--- config.mk ---
export PLATFORM = sky130hd
export DESIGN_NAME = uart_tx_engine
export DESIGN_NICKNAME = d
export VERILOG_FILES = /design/src/rtl/uart_tx_engine.sv
export SDC_FILE = /design/constraint.sdc
export NUM_CORES = 1
export LEC_CHECK = 0
export BUFFER_PORTS_ARGS = -buffer_cell sky130_fd_sc_hd__clkbuf_2
export CORE_ASPECT_RATIO = 1.5
export CORE_UTILIZATION = 50
export CTS_CLUSTER_SIZE = 30
export DETAILED_ROUTE_END_ITERATION = 8
export GPL_TIMING_DRIVEN = 1
export PLACE_DENSITY = 0.68
export SYNTH_ARGS = -nofsm -noshare
export SYNTH_HDL_FRONTEND = slang
export SYNTH_SLANG_ARGS = --single-unit
--- constraint.sdc ---
create_clock -name clk -period 3.78 [get_ports clk]
set_input_delay 0.756 -clock clk [delete_from_list [all_inputs] [get_ports clk]]
set_output_delay 0.756 -clock clk [all_outputs]
set_load 0.1 [all_outputs]
--- src/rtl/uart_tx_engine.sv ---
// UART transmitter: 8N1 or 8E1/8O1 frames, LSB first, with a single-entry hold
// register so one request issued mid-frame is sent back-to-back.
module uart_tx_engine #(
  parameter int unsigned CLKS_PER_BIT = 5208,
  parameter bit          PARITY_EN    = 1'b0,
  parameter bit          PARITY_ODD   = 1'b0
) (
  input  logic       clk,
  input  logic       rst_n,
  input  logic [7:0] tx_data,
  input  logic       tx_start,
  output logic       tx,
  output logic       busy,
  output logic       done,
  output logic       overrun
);

  localparam int unsigned CNT_W = (CLKS_PER_BIT > 2) ? $clog2(CLKS_PER_BIT) : 1;
  localparam logic [CNT_W-1:0] CNT_MAX = CNT_W'(CLKS_PER_BIT - 1);

  typedef enum logic [2:0] {
    S_IDLE,
    S_START,
    S_DATA,
    S_PARITY,
    S_STOP
  } state_t;

  state_t           state, state_nx;
  logic [7:0]       shift, shift_nx;
  logic [2:0]       bit_idx, bit_idx_nx;
  logic [CNT_W-1:0] cnt, cnt_nx;
  logic [7:0]       hold_data, hold_data_nx;
  logic             hold_valid, hold_valid_nx;
  logic             par, par_nx;
  logic             tx_nx, busy_nx, done_nx, overrun_nx;
  logic             bit_end;

  assign bit_end = (cnt == CNT_MAX);

  // Next-state, datapath and registered-output values
  always_comb begin
    state_nx      = state;
    shift_nx      = shift;
    bit_idx_nx    = bit_idx;
    cnt_nx        = cnt;
    hold_data_nx  = hold_data;
    hold_valid_nx = hold_valid;
    par_nx        = par;
    done_nx       = 1'b0;
    overrun_nx    = 1'b0;

    unique case (state)
      S_IDLE: begin
        if (tx_start) begin
          state_nx = S_START;
          shift_nx = tx_data;
          par_nx   = (^tx_data) ^ PARITY_ODD;
          cnt_nx   = '0;
        end
      end
      S_START: begin
        if (bit_end) begin
          cnt_nx     = '0;
          bit_idx_nx = 3'd0;
          state_nx   = S_DATA;
        end else begin
          cnt_nx = cnt + 1'b1;
        end
      end
      S_DATA: begin
        if (bit_end) begin
          cnt_nx   = '0;
          shift_nx = {1'b0, shift[7:1]};
          if (bit_idx == 3'd7) begin
            state_nx = PARITY_EN ? S_PARITY : S_STOP;
          end else begin
            bit_idx_nx = bit_idx + 3'd1;
          end
        end else begin
          cnt_nx = cnt + 1'b1;
        end
      end
      S_PARITY: begin
        if (bit_end) begin
          cnt_nx   = '0;
          state_nx = S_STOP;
        end else begin
          cnt_nx = cnt + 1'b1;
        end
      end
      S_STOP: begin
        if (bit_end) begin
          cnt_nx  = '0;
          done_nx = 1'b1;
          if (hold_valid) begin
            state_nx      = S_START;
            shift_nx      = hold_data;
            par_nx        = (^hold_data) ^ PARITY_ODD;
            hold_valid_nx = 1'b0;
          end else if (tx_start) begin
            state_nx = S_START;
            shift_nx = tx_data;
            par_nx   = (^tx_data) ^ PARITY_ODD;
          end else begin
            state_nx = S_IDLE;
          end
        end else begin
          cnt_nx = cnt + 1'b1;
        end
      end
      default: state_nx = S_IDLE;
    endcase

    // Mid-frame requests go to hold; a hold emptied this cycle can accept one
    if (tx_start && (state != S_IDLE) &&
        !((state == S_STOP) && bit_end && !hold_valid)) begin
      if (!hold_valid_nx) begin
        hold_data_nx  = tx_data;
        hold_valid_nx = 1'b1;
      end else begin
        overrun_nx = 1'b1;
      end
    end

    unique case (state_nx)
      S_START:  tx_nx = 1'b0;
      S_DATA:   tx_nx = shift_nx[0];
      S_PARITY: tx_nx = par_nx;
      default:  tx_nx = 1'b1;
    endcase

    busy_nx = (state_nx != S_IDLE) | hold_valid_nx;
  end

  always_ff @(posedge clk or negedge rst_n) begin
    if (!rst_n) begin
      state      <= S_IDLE;
      shift      <= '0;
      bit_idx    <= '0;
      cnt        <= '0;
      hold_data  <= '0;
      hold_valid <= 1'b0;
      par        <= 1'b0;
      tx         <= 1'b1;
      busy       <= 1'b0;
      done       <= 1'b0;
      overrun    <= 1'b0;
    end else begin
      state      <= state_nx;
      shift      <= shift_nx;
      bit_idx    <= bit_idx_nx;
      cnt        <= cnt_nx;
      hold_data  <= hold_data_nx;
      hold_valid <= hold_valid_nx;
      par        <= par_nx;
      tx         <= tx_nx;
      busy       <= busy_nx;
      done       <= done_nx;
      overrun    <= overrun_nx;
    end
  end

endmodule

==> results of run 1 <==
[sequential cells by signal, summed over array words and instances, names as in the netlist]
signal,count
bit_idx,3
busy,1
cnt,13
done,1
hold_data,8
hold_valid,1
overrun,1
par,1
shift,8
state,3
tx,1
[metrics by stage]
stage | instances | hold WS [ns] | setup slack (ns) | power, mW | instance area (um^2)
5_1_grt | 289 | 0.5218 | 0.8637 | 0.8418 | 2454
2_1_floorplan | 233 | 0.4472 | 1.317 | 0.5217 | 2312
6_report | 289 | 0.4956 | 1.022 | 0.8090 | 2454
3_5_place_dp | 281 | 0.4828 | 1.076 | 0.5521 | 2372
3_3_place_gp | 281 | 0.4699 | 1.181 | 0.5521 | 2372
4_1_cts | 289 | 0.4963 | 1.083 | 0.8214 | 2454
[report_power, final]
group          switching (mW)  internal, mW
clock network           0.137         0.129
registers              0.0110         0.449
logic                  0.0432        0.0390
[cells in the final DEF, fill, tap and decap left out, drive strengths merged, types with 2 or more instances in the layout]
master	count
o31ai	5
mux2	8
ha	3
or4	2
clkbuf	21
clkinv	2
nor3b	2
dfrtp	40
o22ai	3
nand2b	2
buf	3
and3	5
a32oi	6
nor2	7
nand4	2
xor2	2
nor3	16
nor2b	3
xnor2	14
nand3	5
a21oi	4
a21o	2
o21ai	24
or3	4
a311oi	2
or2	2
nor4	3
a221o	7
nand2	22
and4	2
[synthesized netlist by cell type, drive strengths merged, types with 2 or more instances]
library cell | number | area [um^2]
nand2b | 2 | 12.51
o21ai | 24 | 120.1
nand2 | 22 | 82.58
buf | 5 | 52.55
nor2 | 7 | 26.28
ha | 3 | 37.54
o31ai | 5 | 51.30
a221o | 7 | 70.07
dfrtp | 40 | 1001
nor2b | 3 | 18.77
or2 | 2 | 12.51
or3 | 4 | 25.02
nand3 | 5 | 25.02
nor3b | 2 | 15.01
o22ai | 3 | 18.77
clkbuf | 10 | 37.54
a21oi | 4 | 20.02
a21o | 2 | 15.01
xor2 | 2 | 17.52
or4 | 2 | 16.27
nor3 | 16 | 80.08
xnor2 | 14 | 122.6
mux2 | 8 | 90.09
and3 | 5 | 31.28
a32oi | 6 | 52.55
nand4 | 2 | 12.51
a311oi | 2 | 17.52
and4 | 2 | 17.52
nor4 | 3 | 18.77
[logic make-up (layout without fill, tap and decap cells)]
kind of cell	after synthesis	after routing
xor+xnor	16	16
buf+inv	17	27
fa+ha+maj	3	3
mux	9	9
flops	41	41
compound gates	65	65
simple gates	82	82
[routing by layer]
metal	global-route usage	up-vias	share of wire
li1	-	891	-
met1	0.2698	924	0.43
met2	0.4112	44	0.52
met3	0.04116	7	0.031
met4	0.07982	0	0.017
met5	0	-	0
[how the worst max path moves through the flow]
stage            from  endpoint  slack (ns)  cells after the start
2_1_floorplan  cnt[0]      busy        1.32                      7
3_3_place_gp   cnt[0]  shift[4]        1.18                      6
3_5_place_dp   cnt[0]  shift[7]        1.08                      6
4_1_cts        cnt[0]  shift[7]        1.08                      6
5_1_grt        cnt[0]  shift[4]        0.86                      6
6_report       cnt[0]  shift[7]        1.02                      6
[worst max-delay path: stages (launching register included)]
cell,delay [ns]
sky130_fd_sc_hd__dfrtp_1,0.38
sky130_fd_sc_hd__ha_1,0.21
sky130_fd_sc_hd__or4bb_1,0.49
sky130_fd_sc_hd__or3_1,0.53
sky130_fd_sc_hd__o21ai_0,0.31
sky130_fd_sc_hd__nor2b_1,0.52
sky130_fd_sc_hd__a221o_1,0.25
[layout make-up]
type,count,area share
inverters,2,0.003060
multi-input cells,175,0.4839
repair buffers,17,0.03774
flip-flops and latches,41,0.4187
clock inverters,1,0.002040
clock buffers,7,0.03111
well taps,46,0.02346
==> summary.md, run 1 <==
| Metric | Value |
|---|---|
| Aggregate global-route resource usage | `0.2297` |
| Worst-skew pair later-pin latency | `0.29 ns` |
| Critical hold path startpoint | `cnt[12]` |
| Power Dens Cells | `329.7 mW/mm^2` |
| IO Port Bufs | `14` |
| Syn-to-layout area delta | `6.115%` |
| Area of the placeable core | `0.004318 mm^2` |
| Via count | `1866` |
| Mean number of vias per cell | `6.457` |
| Sequential-to-total area share from yosys stat | `0.4443` |
| Vert. Die Dim | `85.29 um` |
| Initial cell density of the core | `0.5355` |
| Post-Synth Simple-Gate Area | `0.1910` |
| Status | `complete, but fails checks` |
| Routed wire length | `5163 um` |
| Cell count after synthesis | `233` |
| Post-route core utilization | `0.5682` |
| Synthesized net count | `247` |
| Nets@finish | `256` |
| Multiplexer area fraction after synthesis | `0.04329` |
| Slack of the worst reg-to-reg path | `1.02 ns` |
| Worst r2r src | `cnt[0]` |
| Clock tree from TritonCTS | `yes` |
| Setup tns final | `0 ns` |
| Global placement routability congestion | `0.8651` |
| Number of CTS-inserted buffers | `5` |
| Number of hold buffers added after cts | `0` |
| H-Tree Level Count | `2` |
| Count of final setup violators | `0` |
| Achievable Freq | `0.3625 GHz` |
| Share of final-layout standard cells stronger than drive strength 1 | `0.1523` |
| Average footprint of a synthesized cell | `9.924 um^2` |
| Xor/xnor share of the synthesized area | `0.06061` |
| Critical path peak fanout | `10` |
| Highest ir drop seen on vdd | `241.4 uV` |
| Maximum buffer depth of the clock tree | `2` |
| Remaining design rule violation count | `2` |
| Maximum number of pins on one net before global-route repair | `42` |
| Initial antenna violation count | `0` |
| Synth Area in Compound Gates | `0.2024` |
| Num ports | `15` |
| Width of the die | `57.53 um` |
| Worst R2R End | `shift[7]` |
| RSZ-0062 raised after global routing | `no` |
| Kind of critical path | `reg -> reg` |
| Post-cts sizing count | `0` |
| Via count of the first global-routing pass | `1827` |
| Number of hold violations in the final report | `0` |
| First-pass GRT wire length | `8611 um` |
| Worst setup SP type | `flop` |
| Total global routing overflow | `0` |
| Worst Reg2Reg Path Length in Cells | `6` |
| Leakage dissipation | `1.001 nW` |
| Clock period minus worst slack | `2.758 ns` |
| WL per Instance | `17.87 um` |
| Netlist area before placement | `0.002312 mm^2` |
| Total number of yosys warnings | `0` |
| Number of storage elements in the synthesis netlist | `41` |
| Number of antenna-violating nets in the routed design | `0` |
| Failing checks | `DRC` |
| Number of sinks driven by the clock tree | `41` |
| Share of flip-flops with an asynchronous set or reset after synthesis | `1.000` |
| Number of DRC violations after detailed-routing iteration 0 | `78` |
| CTS Root Buffer Type | `sky130_fd_sc_hd__clkbuf_8` |
| Worst Hold Endpoint | `cnt[12]` |
| Actual slew at the worst max-slew pin | `1.024 ns` |
| Reg clk slew, reported paths | `0.08 ns` |
| Cell count of the worst hold path | `1` |
| Main combinational cell family by area after synthesis | `compound AO/OA/AOI/OAI gates` |
| Yosys cell types | `53` |
| Post-Synth Adder-Cell Area | `0.01623` |
| Type of the most critical hold path | `reg -> reg` |
| Total count of max-transition violations in the final report | `0` |
| Area occupied by multi-input gates | `0.001187 mm^2` |
| Critical path endpoint category | `flop` |
| Count of fill cells added during filler insertion | `384` |
| Register area | `0.001027 mm^2` |
| Data required time at the worst endpoint | `4.01 ns` |
| Period utilization | `0.7297` |
| Number of diodes added for antenna fixing | `0` |
| Critical path arrival | `2.98 ns` |
| Count of maximum capacitance violations | `0` |
| Post-CTS setup buffer count | `0` |
| Router iterations before antenna repair | `6` |
| Predominant post-synthesis flop cell | `sky130_fd_sc_hd__dfrtp_1` |
| Max transition margin | `0.3173` |
| Die area | `0.004906 mm^2` |
| Detailed-placement wirelength estimate | `3632 um` |
| Number of rows created at floorplan | `29` |
| Number of synthesized flops with an enable pin | `0` |
| Worst clock skew | `0.008326 ns` |
Note: power is estimated with default switching activity, not from simulation.
==> run 2: changes to the inputs <==
==> constraint.sdc (replaced) <==
create_clock -name clk -period 2.6 [get_ports clk]
set_input_delay 0.52 -clock clk [delete_from_list [all_inputs] [get_ports clk]]
set_output_delay 0.52 -clock clk [all_outputs]
set_load 0.1 [all_outputs]
==> run 2 against run 1 <==
The run still ends with DRC left; die area unchanged; cell count up 4.5%; global-route usage down 0.23 points; wire length up 1.8%; clock-buffer cell count down 1; power up 64%; core utilization up 4.0 points; first-iteration DRC count up 9.0%; clock skew down 0.0014 ns; non-clock buffer count up 13; largest cell class unchanged.
==> summary.md, run 2 (synthesis results as in run 1) <==
| Metric | Value |
|---|---|
| Clock tree from TritonCTS | `yes (unchanged)` |
| Worst R2R End | `shift[7] (unchanged)` |
| Critical path peak fanout | `7 (was 10)` |
| Leading cell type in the layout, fill and taps excluded | `sky130_fd_sc_hd__dfrtp_1 (unchanged)` |
| Via count of the first global-routing pass | `1863 (was 1827)` |
| Global placement routability congestion | `0.8736 (was 0.8651)` |
| Via count | `1928 (was 1866)` |
| Number of CTS-inserted buffers | `5 (unchanged)` |
| Maximum number of pins on one net before global-route repair | `42 (unchanged)` |
| Number of rows created at floorplan | `29 (unchanged)` |
| Worst setup SP type | `flop (unchanged)` |
| CTS Root Buffer Type | `sky130_fd_sc_hd__clkbuf_8 (unchanged)` |
| Fraction of power consumed by combinational cells | `0.093 (was 0.102)` |
| Width of the die | `57.53 um (unchanged)` |
| Total count of max-transition violations in the final report | `0 (unchanged)` |
| First-pass GRT wire length | `8549 um (was 8611 um)` |
| Aggregate global-route resource usage | `0.2275 (was 0.2297)` |
| Internal power summed over all cells | `1.022 mW (was 0.6175 mW)` |
| H-Tree Level Count | `2 (unchanged)` |
| Maximum buffer depth of the clock tree | `2 (unchanged)` |
| Net Sw Frac | `0.2302 (was 0.2367)` |
| Worst-skew pair later-pin latency | `0.29 ns (about the same)` |
| Crit path setup slack, layout | `0.1063 ns (was 1.022 ns)` |
| Series of cell instances along the critical path | `ha_2 -> or4bb_4 -> or4_2 -> o22ai_1 -> o21bai_2 -> a221o_1 (was ha_1 -> or4bb_1 -> or3_1 -> o21ai_0 -> nor2b_1 -> a221o_1)` |
| Critical path arrival | `2.67 ns (was 2.98 ns)` |
| Count of final setup violators | `0 (unchanged)` |
| Count of maximum capacitance violations | `0 (unchanged)` |
| Highest ir drop seen on vdd | `364.2 uV (was 241.4 uV)` |
| Detailed-placement wirelength estimate | `3680 um (was 3632 um)` |
| Failing checks | `DRC (unchanged)` |
| Power Dens Cells | `505.9 mW/mm^2 (was 329.7 mW/mm^2)` |
| Placement-stage worst setup slack | `0.02155 ns (was 1.076 ns)` |
| Max reg flops | `13 (unchanged)` |
| Share of final-layout standard cells stronger than drive strength 1 | `0.2227 (was 0.1523)` |
| Leakage dissipation | `1.089 nW (was 1.001 nW)` |
| Clock period minus worst slack | `2.494 ns (was 2.758 ns)` |
| Largest regs | `cnt (13), hold_data (8), shift (8) (unchanged)` |
| Data required time at the worst endpoint | `2.78 ns (was 4.01 ns)` |
| Total power | `1.328 mW (was 0.8090 mW)` |
| Number of DRC violations after detailed-routing iteration 0 | `85 (was 78)` |
| Number of diodes added for antenna fixing | `0 (unchanged)` |
| Kind of cell adding the most delay to the critical path | `simple AND/OR/NAND/NOR gates (unchanged)` |
| Syn-to-layout area delta | `13.53% (was 6.115%)` |
| Achievable Freq | `0.4010 GHz (was 0.3625 GHz)` |
| IO Port Bufs | `14 (unchanged)` |
| Slack of the worst reg-to-reg path | `0.11 ns (was 1.02 ns)` |
| CP Buf/Inv Count | `0 (unchanged)` |
| Initial antenna violation count | `0 (unchanged)` |
| Number of hold violations in the final report | `0 (unchanged)` |
| Total global routing overflow | `0 (unchanged)` |
| Router iterations before antenna repair | `6 (unchanged)` |
| Remaining design rule violation count | `2 (unchanged)` |
| Status | `complete, but fails checks (unchanged)` |
| Number of sinks driven by the clock tree | `41 (unchanged)` |
| Number of hold buffers added after cts | `0 (unchanged)` |
| Critical path endpoint category | `flop (unchanged)` |
| Nets@finish | `269 (was 256)` |
| Worst clock skew | `0.006924 ns (was 0.008326 ns)` |
| Most flop-heavy register | `cnt (unchanged)` |
| Number of antenna-violating nets in the routed design | `0 (unchanged)` |
| Setup tns final | `0 ns (unchanged)` |
| Mean number of vias per cell | `6.384 (was 6.457)` |
| WL per Instance | `17.41 um (was 17.87 um)` |
| Routed wire length | `5258 um (was 5163 um)` |
| Stage delay of the slowest cell on the critical path | `0.65 ns (was 0.53 ns)` |
| Crit-path slowest cell | `sky130_fd_sc_hd__or4_2 (was sky130_fd_sc_hd__or3_1)` |
| Reg clk slew, reported paths | `0.08 ns (about the same)` |
| Worst Reg2Reg Path Length in Cells | `6 (unchanged)` |
| Vert. Die Dim | `85.29 um (unchanged)` |
| Switching power | `0.3057 mW (was 0.1915 mW)` |
| RSZ-0062 raised after global routing | `no (unchanged)` |
| Initial cell density of the core | `0.5355 (unchanged)` |
| Type of the most critical hold path | `in -> async (was reg -> reg)` |
| Area of the placeable core | `0.004318 mm^2 (unchanged)` |
| Num ports | `15 (unchanged)` |
| Post-route core utilization | `0.6079 (was 0.5682)` |
| Sequential cell fraction of total power | `0.503 (was 0.569)` |
| Actual slew at the worst max-slew pin | `0.5907 ns (was 1.024 ns)` |
| Period utilization | `0.9591 (was 0.7297)` |
| Kind of critical path | `reg -> reg (unchanged)` |
| Leading cell types in the layout, fill and taps excluded | `sky130_fd_sc_hd__dfrtp_1, sky130_fd_sc_hd__o21ai_0, sky130_fd_sc_hd__nand2_1 (unchanged)` |
| Worst r2r src | `cnt[0] (unchanged)` |
| Die area | `0.004906 mm^2 (unchanged)` |
| Clock network fraction of design power | `0.404 (was 0.330)` |
| Max transition margin | `0.6048 (was 0.3173)` |
## run 2: cell types whose count changed in the layout (fill, tap and decap cells not counted), sizes merged
cell / change
buf: +13
bufinv: +1
clkbuf: -1
clkinv: -1
clkinvlp: +1
## run 2: stage by stage
step / cells / cell area [um^2] / hold slack [ns]
final: 302 / 2625 / 0.2763
after global routing: 302 / 2625 / 0.3275
after CTS: 300 / 2575 / 0.2926
after detailed placement: 292 / 2455 / 0.4835
after global placement: 292 / 2455 / 0.4701
after floorplan: 233 / 2312 / 0.2244
## run 2: final cells by class
| cell class | count | area [um^2] |
|---|---|---|
| Clock inverter | 2 | 37.54 |
| Fill cell | 366 | 1693 |
| Clock buffer | 6 | 82.58 |
| Inverter | 2 | 7.507 |
| Tap cell | 46 | 57.56 |
| Multi-Input combinational cell | 175 | 1210 |
| Timing Repair Buffer | 30 | 202.7 |
| Sequential cell | 41 | 1027 |
## run 2: how the worst max path moves through the flow
stage,startpoint,endpoint,cells after the start
6_report,cnt[0],shift[7],6
5_1_grt,cnt[1],shift[1],6
4_1_cts,cnt[0],hold_data[1],7
3_5_place_dp,cnt[0],hold_data[1],7
3_3_place_gp,cnt[0],shift[5],6
2_1_floorplan,cnt[0],busy,7
## run 2: what timing repair did
action,CTS,global route
gates resized for setup,0,5
setup buffers,0,2
endpoints found under the setup margin,0,18
## run 2: power by group through the flow
stage	Combinational, mW	Sequential, mW	Clock [mW]
after floorplan	0.0768	0.682	0
after global placement	0.122	0.681	0
after detailed placement	0.123	0.682	0
after CTS	0.125	0.669	0.547
after global routing	0.132	0.671	0.573
final	0.123	0.669	0.536
## run 2: routing by layer
metal	GRT usage	vias up	routed length [um]
met2	0.4049	42	2842
li1	-	917	-
met5	0	-	0
met3	0.04116	9	142
met1	0.2665	960	2148
met4	0.08426	0	125
